`src/rtl/uart_rx_sniffer_pkg.sv`:
```
// Shared states and oversampling constants for the UART receive sniffer.
// The PARITY state exists only when UART_RX_SNIFFER_PARITY_EN is defined.
package uart_rx_sniffer_pkg;

    localparam int OversampleRate = 16;
    localparam int MidTick        = 8;

`ifdef UART_RX_SNIFFER_PARITY_EN
    typedef enum logic [2:0] {
        IDLE,
        START,
        DATA,
        PARITY,
        STOP
    } state_e;
`else
    typedef enum logic [1:0] {
        IDLE,
        START,
        DATA,
        STOP
    } state_e;
`endif

endpackage

```
`src/rtl/uart_rx_sniffer_fifo.sv`:
```
// Received-byte buffer: power-of-two ring with occupancy counter.
// A push on a full buffer is accepted only when a pop frees the head slot.
module uart_rx_sniffer_fifo
    import uart_rx_sniffer_pkg::*;
#(
    parameter int Depth = 8
) (
    input  logic       clk_i,
    input  logic       rst_ni,
    input  logic       push_i,
    input  logic [7:0] data_i,
    input  logic       pop_i,
    output logic       full_o,
    output logic       empty_o,
    output logic [7:0] data_o
);

    localparam int AW = (Depth > 1) ? $clog2(Depth) : 1;

    logic [7:0]  mem_q [Depth];
    logic [7:0]  mem_d [Depth];
    logic [AW-1:0] wr_ptr_q, wr_ptr_d;
    logic [AW-1:0] rd_ptr_q, rd_ptr_d;
    logic [AW:0]   count_q, count_d;
    logic          do_push;
    logic          do_pop;

    assign full_o  = (count_q == (AW+1)'(Depth));
    assign empty_o = (count_q == '0);
    assign data_o  = mem_q[rd_ptr_q];

    always_comb begin
        do_pop   = pop_i && !empty_o;
        do_push  = push_i && (!full_o || pop_i);
        mem_d    = mem_q;
        wr_ptr_d = wr_ptr_q;
        rd_ptr_d = rd_ptr_q;
        count_d  = count_q;
        if (do_push) begin
            mem_d[wr_ptr_q] = data_i;
            wr_ptr_d        = wr_ptr_q + AW'(1);
        end
        if (do_pop) begin
            rd_ptr_d = rd_ptr_q + AW'(1);
        end
        unique case ({do_push, do_pop})
            2'b10:   count_d = count_q + (AW+1)'(1);
            2'b01:   count_d = count_q - (AW+1)'(1);
            default: count_d = count_q;
        endcase
    end

    always_ff @(posedge clk_i or negedge rst_ni) begin
        if (!rst_ni) begin
            for (int i = 0; i < Depth; i++) begin
                mem_q[i] <= '0;
            end
            wr_ptr_q <= '0;
            rd_ptr_q <= '0;
            count_q  <= '0;
        end else begin
            mem_q    <= mem_d;
            wr_ptr_q <= wr_ptr_d;
            rd_ptr_q <= rd_ptr_d;
            count_q  <= count_d;
        end
    end

endmodule

```
`src/rtl/uart_rx_sniffer.sv`:
```
// 16x-oversampling UART receiver feeding a byte FIFO (8N1 by default).
// Define UART_RX_SNIFFER_PARITY_EN for 8-bit + parity + 1 stop frames.
module uart_rx_sniffer
    import uart_rx_sniffer_pkg::*;
#(
    parameter int DivW      = 16,
    parameter int FifoDepth = 8
) (
    input  logic            clk_i,
    input  logic            rst_ni,
    input  logic [DivW-1:0] div_i,
    input  logic            rx_i,
    output logic [7:0]      data_o,
    output logic            valid_o,
    input  logic            ready_i,
    output logic            frame_err_o,
    output logic            overrun_o,
    output logic            busy_o
`ifdef UART_RX_SNIFFER_PARITY_EN
    ,
    input  logic            parity_odd_i,
    output logic            parity_err_o
`endif
);

    state_e          state_q, state_d;
    logic            rx_meta_q, rx_sync_q;
    logic [1:0]      fill_q, fill_d;
    logic            prev_q, prev_d;
    logic [DivW-1:0] div_cnt_q, div_cnt_d;
    logic [DivW-1:0] eff_div;
    logic [3:0]      tcnt_q, tcnt_d;
    logic [2:0]      bit_q, bit_d;
    logic [7:0]      shift_q, shift_d;
    logic            busy_q, busy_d;
    logic            frame_err_q, frame_err_d;
    logic            overrun_q, overrun_d;
    logic            tick;
    logic            bit_done;
    logic            fall;
    logic            push;
    logic            pop;
    logic            fifo_full;
    logic            fifo_empty;
`ifdef UART_RX_SNIFFER_PARITY_EN
    logic            par_bad_q, par_bad_d;
    logic            parity_err_q, parity_err_d;
`endif

    assign pop         = valid_o && ready_i;
    assign valid_o     = !fifo_empty;
    assign busy_o      = busy_q;
    assign frame_err_o = frame_err_q;
    assign overrun_o   = overrun_q;
`ifdef UART_RX_SNIFFER_PARITY_EN
    assign parity_err_o = parity_err_q;
`endif

    always_comb begin
        eff_div   = (div_i == '0) ? DivW'(1) : div_i;
        tick      = (div_cnt_q == '0);
        div_cnt_d = tick ? eff_div - DivW'(1) : div_cnt_q - DivW'(1);
        bit_done  = tick && (tcnt_q == 4'(OversampleRate - 1));
        // Synchronizer output is trusted only once both flops hold line data.
        fill_d = (fill_q == 2'd2) ? fill_q : fill_q + 2'd1;
        prev_d = (fill_q == 2'd2) ? rx_sync_q : 1'b0;
        fall   = (fill_q == 2'd2) && prev_q && !rx_sync_q;

        state_d     = state_q;
        tcnt_d      = tcnt_q;
        bit_d       = bit_q;
        shift_d     = shift_q;
        push        = 1'b0;
        frame_err_d = 1'b0;
`ifdef UART_RX_SNIFFER_PARITY_EN
        par_bad_d    = par_bad_q;
        parity_err_d = 1'b0;
`endif

        unique case (state_q)
            IDLE: begin
                if (fall) begin
                    state_d   = START;
                    div_cnt_d = eff_div - DivW'(1);
                    tcnt_d    = '0;
                end
            end
            START: begin
                if (tick) begin
                    if (tcnt_q == 4'(MidTick - 1)) begin
                        tcnt_d  = '0;
                        bit_d   = '0;
                        state_d = rx_sync_q ? IDLE : DATA;
                    end else begin
                        tcnt_d = tcnt_q + 4'd1;
                    end
                end
            end
            DATA: begin
                if (tick) begin
                    tcnt_d = tcnt_q + 4'd1;
                end
                if (bit_done) begin
                    shift_d = {rx_sync_q, shift_q[7:1]};
                    bit_d   = bit_q + 3'd1;
                    if (bit_q == 3'd7) begin
`ifdef UART_RX_SNIFFER_PARITY_EN
                        state_d = PARITY;
`else
                        state_d = STOP;
`endif
                    end
                end
            end
`ifdef UART_RX_SNIFFER_PARITY_EN
            PARITY: begin
                if (tick) begin
                    tcnt_d = tcnt_q + 4'd1;
                end
                if (bit_done) begin
                    par_bad_d = ((^shift_q) ^ rx_sync_q) != parity_odd_i;
                    state_d   = STOP;
                end
            end
`endif
            STOP: begin
                if (tick) begin
                    tcnt_d = tcnt_q + 4'd1;
                end
                if (bit_done) begin
                    state_d = IDLE;
`ifdef UART_RX_SNIFFER_PARITY_EN
                    if (par_bad_q) begin
                        parity_err_d = 1'b1;
                    end else if (rx_sync_q) begin
                        push = 1'b1;
                    end else begin
                        frame_err_d = 1'b1;
                    end
`else
                    if (rx_sync_q) begin
                        push = 1'b1;
                    end else begin
                        frame_err_d = 1'b1;
                    end
`endif
                end
            end
            default: state_d = IDLE;
        endcase

        busy_d    = (state_d != IDLE);
        overrun_d = push && fifo_full && !pop;
    end

    always_ff @(posedge clk_i or negedge rst_ni) begin
        if (!rst_ni) begin
            rx_meta_q    <= 1'b1;
            rx_sync_q    <= 1'b1;
            fill_q       <= '0;
            prev_q       <= 1'b0;
            div_cnt_q    <= '0;
            state_q      <= IDLE;
            tcnt_q       <= '0;
            bit_q        <= '0;
            shift_q      <= '0;
            busy_q       <= 1'b0;
            frame_err_q  <= 1'b0;
            overrun_q    <= 1'b0;
`ifdef UART_RX_SNIFFER_PARITY_EN
            par_bad_q    <= 1'b0;
            parity_err_q <= 1'b0;
`endif
        end else begin
            rx_meta_q    <= rx_i;
            rx_sync_q    <= rx_meta_q;
            fill_q       <= fill_d;
            prev_q       <= prev_d;
            div_cnt_q    <= div_cnt_d;
            state_q      <= state_d;
            tcnt_q       <= tcnt_d;
            bit_q        <= bit_d;
            shift_q      <= shift_d;
            busy_q       <= busy_d;
            frame_err_q  <= frame_err_d;
            overrun_q    <= overrun_d;
`ifdef UART_RX_SNIFFER_PARITY_EN
            par_bad_q    <= par_bad_d;
            parity_err_q <= parity_err_d;
`endif
        end
    end

    uart_rx_sniffer_fifo #(
        .Depth (FifoDepth)
    ) u_fifo (
        .clk_i   (clk_i),
        .rst_ni  (rst_ni),
        .push_i  (push),
        .data_i  (shift_q),
        .pop_i   (pop),
        .full_o  (fifo_full),
        .empty_o (fifo_empty),
        .data_o  (data_o)
    );

endmodule

```
`config.mk`:
```
export PLATFORM = sky130hd
export DESIGN_NAME = uart_rx_sniffer
export DESIGN_NICKNAME = d
export VERILOG_FILES = /design/src/rtl/uart_rx_sniffer_pkg.sv /design/src/rtl/uart_rx_sniffer_fifo.sv /design/src/rtl/uart_rx_sniffer.sv
export SDC_FILE = /design/constraint.sdc
export NUM_CORES = 1
export LEC_CHECK = 0
export CORE_MARGIN = 4
export CORE_UTILIZATION = 40
export DETAILED_ROUTE_END_ITERATION = 8
export PLACE_DENSITY = 0.64
export RECOVER_POWER = 100
export SKIP_LAST_GASP = 1
export SLEW_MARGIN = 10
export SYNTH_ARGS = -nofsm -noshare
export SYNTH_HDL_FRONTEND = slang
export SYNTH_SLANG_ARGS = --single-unit
```
`constraint.sdc`:
```
create_clock -name clk_i -period 3.97 [get_ports clk_i]
set_input_delay 0.5955 -clock clk_i [delete_from_list [all_inputs] [get_ports clk_i]]
set_output_delay 0.5955 -clock clk_i [all_outputs]
set_load 0.02 [all_outputs]
```
==> results of run 1 <==
-- state kept, by name, indices dropped and copies added (netlist names), 2 cells and up --
register	flops
bit_q	3
div_cnt_q	16
fill_q	2
shift_q	8
state_q	2
tcnt_q	4
u_fifo.count_q	4
u_fifo.mem_q	64
u_fifo.rd_ptr_q	3
u_fifo.wr_ptr_q	3
-- cell type report --
cell class,instances,area [µm²],area share [%]
sequential,115,2880,42.6
multi-input combinational,303,2670,39.4
clock buffer,23,468,6.91
timing repair buffer,38,350,5.18
tap,180,225,3.33
clock inverter,9,129,1.90
inverter,13,48.8,0.721
-- cells by family (layout without fill, tap and decap cells) --
logic type,Yosys count,in the layout
DFF,115,115
and+or+nand+nor,109,109
muxes,104,104
AOI/OAI and AO/OA,49,49
buffers and inverters,37,83
xor gates and xnor gates,29,29
adders and majority gates,12,12
-- critical path, cell delays in order, from the launching register on --
cell           delay (ps)
dfrtp_1               920
mux4_2                410
mux2_2                300
dlygate4sd3_1         650
-- power groups by stage --
stage,Clock [µW],Sequential [µW],Combinational (µW)
after floorplan,0,1420,491
after global placement,0,1500,578
after detailed placement,0,1510,594
after CTS,1560,1490,598
after global routing,1630,1510,659
final,1540,1490,581
-- stage by stage --
step	area, µm²	hold WS (ps)	worst slack (ps)
final	6770	355	676
after global routing	6770	363	323
after CTS	6800	236	746
after detailed placement	6200	347	569
after global placement	6200	348	676
after floorplan	5720	300	1090
-- worst max path at each step --
stage / slack, ps / cells after the start / from / endpoint
final: 680 / 3 / u_fifo.rd_ptr_q[1] / data_o[3]
after global placement: 680 / 11 / div_i[10] / div_cnt_q[12]
after detailed placement: 570 / 11 / div_i[10] / div_cnt_q[12]
after global routing: 320 / 2 / rst_ni / div_cnt_q[3]
after floorplan: 1090 / 12 / div_cnt_q[0] / u_fifo.count_q[3]
after CTS: 750 / 3 / u_fifo.rd_ptr_q[1] / data_o[3]
-- metal layers --
| metal | global-route usage [%] | vias to the layer above | share of wire (%) |
|---|---|---|---|
| met5 | 0 | - | 0 |
| met4 | 6.62 | 0 | 2.1 |
| met1 | 18.7 | 1842 | 44 |
| met3 | 4.93 | 20 | 4.0 |
| met2 | 25.2 | 75 | 50 |
| li1 | - | 1729 | - |
-- placed cells by master, fill, tap and decap left out, drive strengths merged, types with 9 or more instances in the layout --
cell type      instances
ha                    11
xor2                   9
dfrtp                113
nand2                 31
mux4                  16
a21oi                  9
clkbuf                26
o21ai                 14
xnor2                 20
clkdlybuf4s50         15
nor2                  16
mux2                  82
nand3                 10
dlygate4sd3           15
inv                   13
nor3                  12
==> metrics.md, run 1 <==
| Metric | Value |
|---|---|
| Mean Syn Cell Area | 12.6 µm² |
| Worst r2r src | div_cnt_q[0] |
| Total clock sinks | 115 |
| Max-slew violations | 63 |
| Switching power | 980 µW |
| Crit. End Element | output port |
| Pin count of the biggest net entering global routing | 52 |
| Root Driver | clkbuf_16 |
| Period utilization | 83.0% |
| RSZ-0062 raised after global routing | no |
| Top cell type's share of synthesized area | 49.5% |
| Post-detailed-route count of antenna-violating nets | 0 |
| Die W | 128 µm |
| Number of global-route vias before repair | 3,795 |
| Worst setup SP type | register |
| Final setup viols | 0 |
| Non-Filler Instances | 681 |
| Xor/xnor share of the synthesized area | 4.44% |
| Port buffer count | 31 |
| Int Pwr | 2620 µW |
| Power density cells | 532 nW/µm² |
| Post-synth EDFFs | 0 |
| Logic pwr share | 16.1% |
| Reg clk slew, reported paths | 50 ps |
| Total power | 3600 µW |
| FILL cells | 1,241 |
| IO Count | 32 |
| TritonCTS clock tree | done |
| Post-CTS sizing | 0 |
| Mapped Nets | 487 |
| Clock share of power | 42.6% |
| Synth-to-Final Area Change | 18.4% |
| Die height | 128 µm |
| Pleak | 0.00309 µW |
| Starting Density | 41.0% |
| Ys async rst share | 100% |
| CP Max Fanout | 18 |
| Complex-gate fraction of the synthesized area | 5.56% |
| Worst Path Arrival | 2700 ps |
| Sequential Power Share | 41.3% |
| Total iterations of the first detailed-routing run | 4 |
| Drt drc | 0 |
| Worst slew margin | -88.8% |
| Reg2reg end | shift_q[7] |
| Mapped Area | 5720 µm² |
| Failing checks | max-capacitance violations, max-slew violations |
| Core Area | 13,900 µm² |
| Post-Synth Simple-Gate Area | 10.7% |
| Via count | 3,666 |
| Initial DRC count | 216 |
| Placer's final routability congestion estimate | 0.834 |
| Std cell rows | 43 |
| Minimum clock period after layout | 3290 ps |
| Sw Share | 27.2% |
| Congestion Overflow GR | 0 |
| Setup TNS | 0 ps |
| Final core occ | 48.6% |
| Die area | 16,300 µm² |
| Worst R2R Setup Slack | 850 ps |
| Clock Skews | 5.96 ps |
| Post-detailed-route via-to-cell ratio | 5.38 |
| Htree depth | 4 |
| First-pass GRT wire length | 19,300 µm |
| Main combinational cell family by area after synthesis | multiplexers |
| Hold/Removal Path Class | reg -> reg |
| Hold Crit Depth | 0 |
| Wire per inst | 17.2 µm |
| Maxcap violations | 2 |
| F_max | 304 MHz |
| Drt total wl | 11,700 µm |
| Worst IR drop on VDD | 338 µV |
| Synth cell types | 55 |
| Fraction of layout cells with a size suffix above 1 | 27.7% |
| Number of warnings issued by yosys | 0 |
| Insertion delay to the later sink of the worst-skew pair | 420 ps |
| Fraction of the mapped netlist area in adder cells | 2.76% |
| Dominant cells by area after synthesis | dfrtp_1 49%, mux2_2 16%, mux4_2 6.3% |
| Required @ worst endpoint | 3370 ps |
| Setup CP Type | reg -> out |
| Main flop type after synthesis | dfrtp_1 |
| Hold path endpoint | rx_sync_q |
| ANT cells | 0 |
| Fin nets | 520 |
| Slew @ Worst Pin | 2830 ps |
| Post-CTS Setup Bufs | 0 |
| Status | finished with violations |
| CTS Hold Buffers Added | 0 |
| Post-synthesis mux area share | 23.5% |
| Area leader, netlist | dfrtp_1 |
| CTS Buffer Depth | 2 |
| Dpl hpwl | 7650 µm |
| Post-synthesis register bit count | 115 |
| Share of the yosys chip area belonging to registers | 50.4% |
| Placed insts | 649 |
| R2R depth | 6 |
| Initial antenna violation count | 0 |
| Hold Crit Start | rx_meta_q |
| Count leader, synth | dfrtp_1 |
| Cells after Synth | 455 |
| CTS buffer count | 17 |
| Most frequent cells after synthesis | 113 x dfrtp_1, 82 x mux2_2, 31 x nand2_1 |
| GRT Total Usage | 15.4% |
| Final Hold Viols | 0 |
(Power assumes the default switching activity.)
==> run 2, diff against run 1 <==
- clock period: 3.97 -> 3.4 ns (I/O delays scaled with it)
==> run 2 against run 1 <==
  * The run still ends with max-capacitance violations, max-slew violations left
  * Global-route usage increased by 0.17 points
  * Highest routed layer unchanged
  * Setup slack got worse by 460 ps
  * Critical endpoint is now data_o[4]
  * Sequential share of layout area shrank 0.60 points
  * Critical path depth is the same
  * Largest power group unchanged
  * Register-to-register slack got worse by 610 ps
  * Critical path type unchanged
  * Routed wire length increased by 0.77%
  * Final area rose by 1.4%
==> metrics.md, run 2 (synthesized netlist as in run 1, its figures left out) <==
| Metric | Value |
|---|---|
| CP Max Fanout | 18 |
| Worst IR drop on VDD | 351 µV |
| Core Area | 13,900 µm² |
| Hold/Removal Path Class | reg -> reg |
| Max Used Layer | met4 |
| GRT Total Usage | 15.6% |
| Port buffer count | 31 |
| Worst hold slack | 354 ps |
| Pre-CTS setup slack | 154 ps |
| Met3 wire length | 430 µm |
| Total iterations of the first detailed-routing run | 5 |
| Starting Density | 41.0% |
| RSZ-0062 raised after global routing | no |
| Status | finished with violations |
| Placer's final routability congestion estimate | 0.888 |
| Number of flip-flops in the largest register | 64 |
| Power density cells | 638 nW/µm² |
| Clock Skews | 11.6 ps |
| Insertion delay to the later sink of the worst-skew pair | 410 ps |
| Worst R2R Setup Slack | 240 ps |
| Worst r2r src | div_cnt_q[0] |
| Fin nets | 526 |
| Die W | 128 µm |
| Required @ worst endpoint | 2890 ps |
| Max-slew violations | 74 |
| Final core occ | 49.3% |
| Initial DRC count | 163 |
| Worst Path Arrival | 2680 ps |
| Fraction of layout cells with a size suffix above 1 | 29.0% |
| Setup CP Type | reg -> out |
| Dpl hpwl | 7850 µm |
| Post-CTS Setup Bufs | 0 |
| Minimum clock period after layout | 3190 ps |
| Failing checks | max-capacitance violations, max-slew violations |
| ANT cells | 0 |
| Post-detailed-route count of antenna-violating nets | 0 |
| FILL cells | 1,206 |
| Drt drc | 0 |
| CTS buffer count | 17 |
| Reg2reg end | u_fifo.count_q[3] |
| Initial antenna violation count | 0 |
| Total power | 4380 µW |
| Setup TNS | 0 ps |
| CP endpoint | data_o[4] |
| Period utilization | 93.7% |
| F_max | 314 MHz |
| TritonCTS clock tree | done |
| Std cell rows | 43 |
| Via count | 3,692 |
| Die area | 16,300 µm² |
| Number of global-route vias before repair | 3,901 |
| Maxcap violations | 1 |
| CTS Hold Buffers Added | 0 |
| Largest registers | u_fifo.mem_q: 64 flops, div_cnt_q: 16 flops, shift_q: 8 flops |
| CP startpoint | u_fifo.rd_ptr_q[1] |
| Largest Register | u_fifo.mem_q |
| Post-CTS sizing | 0 |
| Final Hold Viols | 0 |
| Worst setup SP type | register |
| Total clock sinks | 115 |
| Pleak | 0.00314 µW |
| Final setup margin | 214 ps |
| Congestion Overflow GR | 0 |
| Synth-to-Final Area Change | 20.1% |
| Most frequent cells in the layout | 113 x dfrtp_1, 82 x mux2_2, 31 x nand2_1 |
| Worst slew margin | -19.7% |
| Drt total wl | 11,800 µm |
| Leading cell type in the layout, fill and taps excluded | dfrtp_1 |
| First-pass GRT wire length | 19,700 µm |
| Pin count of the biggest net entering global routing | 74 |
| Routed met2 length | 6130 µm |
| Crit. End Element | output port |
| Wire per inst | 17.1 µm |
| Htree depth | 4 |
| Slew @ Worst Pin | 1800 ps |
| Final setup viols | 0 |
| IO Count | 32 |
| Reg clk slew, reported paths | 50 ps |
| Post-detailed-route via-to-cell ratio | 5.37 |
| R2R depth | 12 |
| Routed met1 length | 5030 µm |
| Die height | 128 µm |
| Root Driver | clkbuf_16 |
| CTS Buffer Depth | 2 |
-- run 2: cell count changes in the layout (fill, tap and decap cells not counted), moves of 2 or more --
cell	delta
clkinv_2	-2
clkbuf_1	-2
buf_4	+4
inv_6	+2
bufinv_16	+2
clkinv_4	+3
clkbuf_8	-2
-- run 2: routing by layer --
layer / global-route usage (%) / vias to the layer above
li1: - / 1752
met4: 5.43 / 0
met5: 0 / -
met3: 4.68 / 16
met1: 18.6 / 1857
met2: 26.8 / 67
-- run 2: area by class of cell --
cell class / count / area [µm²] / share of cell area [%]
tap: 180 / 225 / 3.28
clock inverter: 15 / 230 / 3.35
multi-input combinational: 303 / 2670 / 38.9
clock buffer: 17 / 425 / 6.20
sequential: 115 / 2880 / 41.9
timing repair buffer: 44 / 388 / 5.65
inverter: 13 / 48.8 / 0.711
-- run 2: worst min path at each step --
stage | startpoint | endpoint | depth (start not counted)
floorplan | rst_ni | bit_q[0] | 0
global placement | rx_meta_q | rx_sync_q | 0
detailed placement | rx_meta_q | rx_sync_q | 0
CTS | rst_ni | u_fifo.mem_q[29] | 1
global route | rx_meta_q | rx_sync_q | 0
finish | rx_meta_q | rx_sync_q | 0
-- run 2: report_power, final --
group	internal, µW	leakage, µW	switching [µW]	total [µW]
Combinational	361	0.00130	338	699
Sequential	1520	0.00152	215	1740
Clock	1300	0.000310	643	1950
-- run 2: stage by stage --
step | instance area, µm² | std cells
2_1_floorplan | 5720 | 455
3_3_place_gp | 6250 | 655
3_5_place_dp | 6250 | 655
4_1_cts | 6900 | 687
5_1_grt | 6870 | 687
6_report | 6870 | 687
-- run 2: worst max-delay path, cell delays in order (launching register included) --
cell	delay [ps]
dfrtp_1	910
mux4_2	420
mux2_2	280
dlygate4sd3_1	650
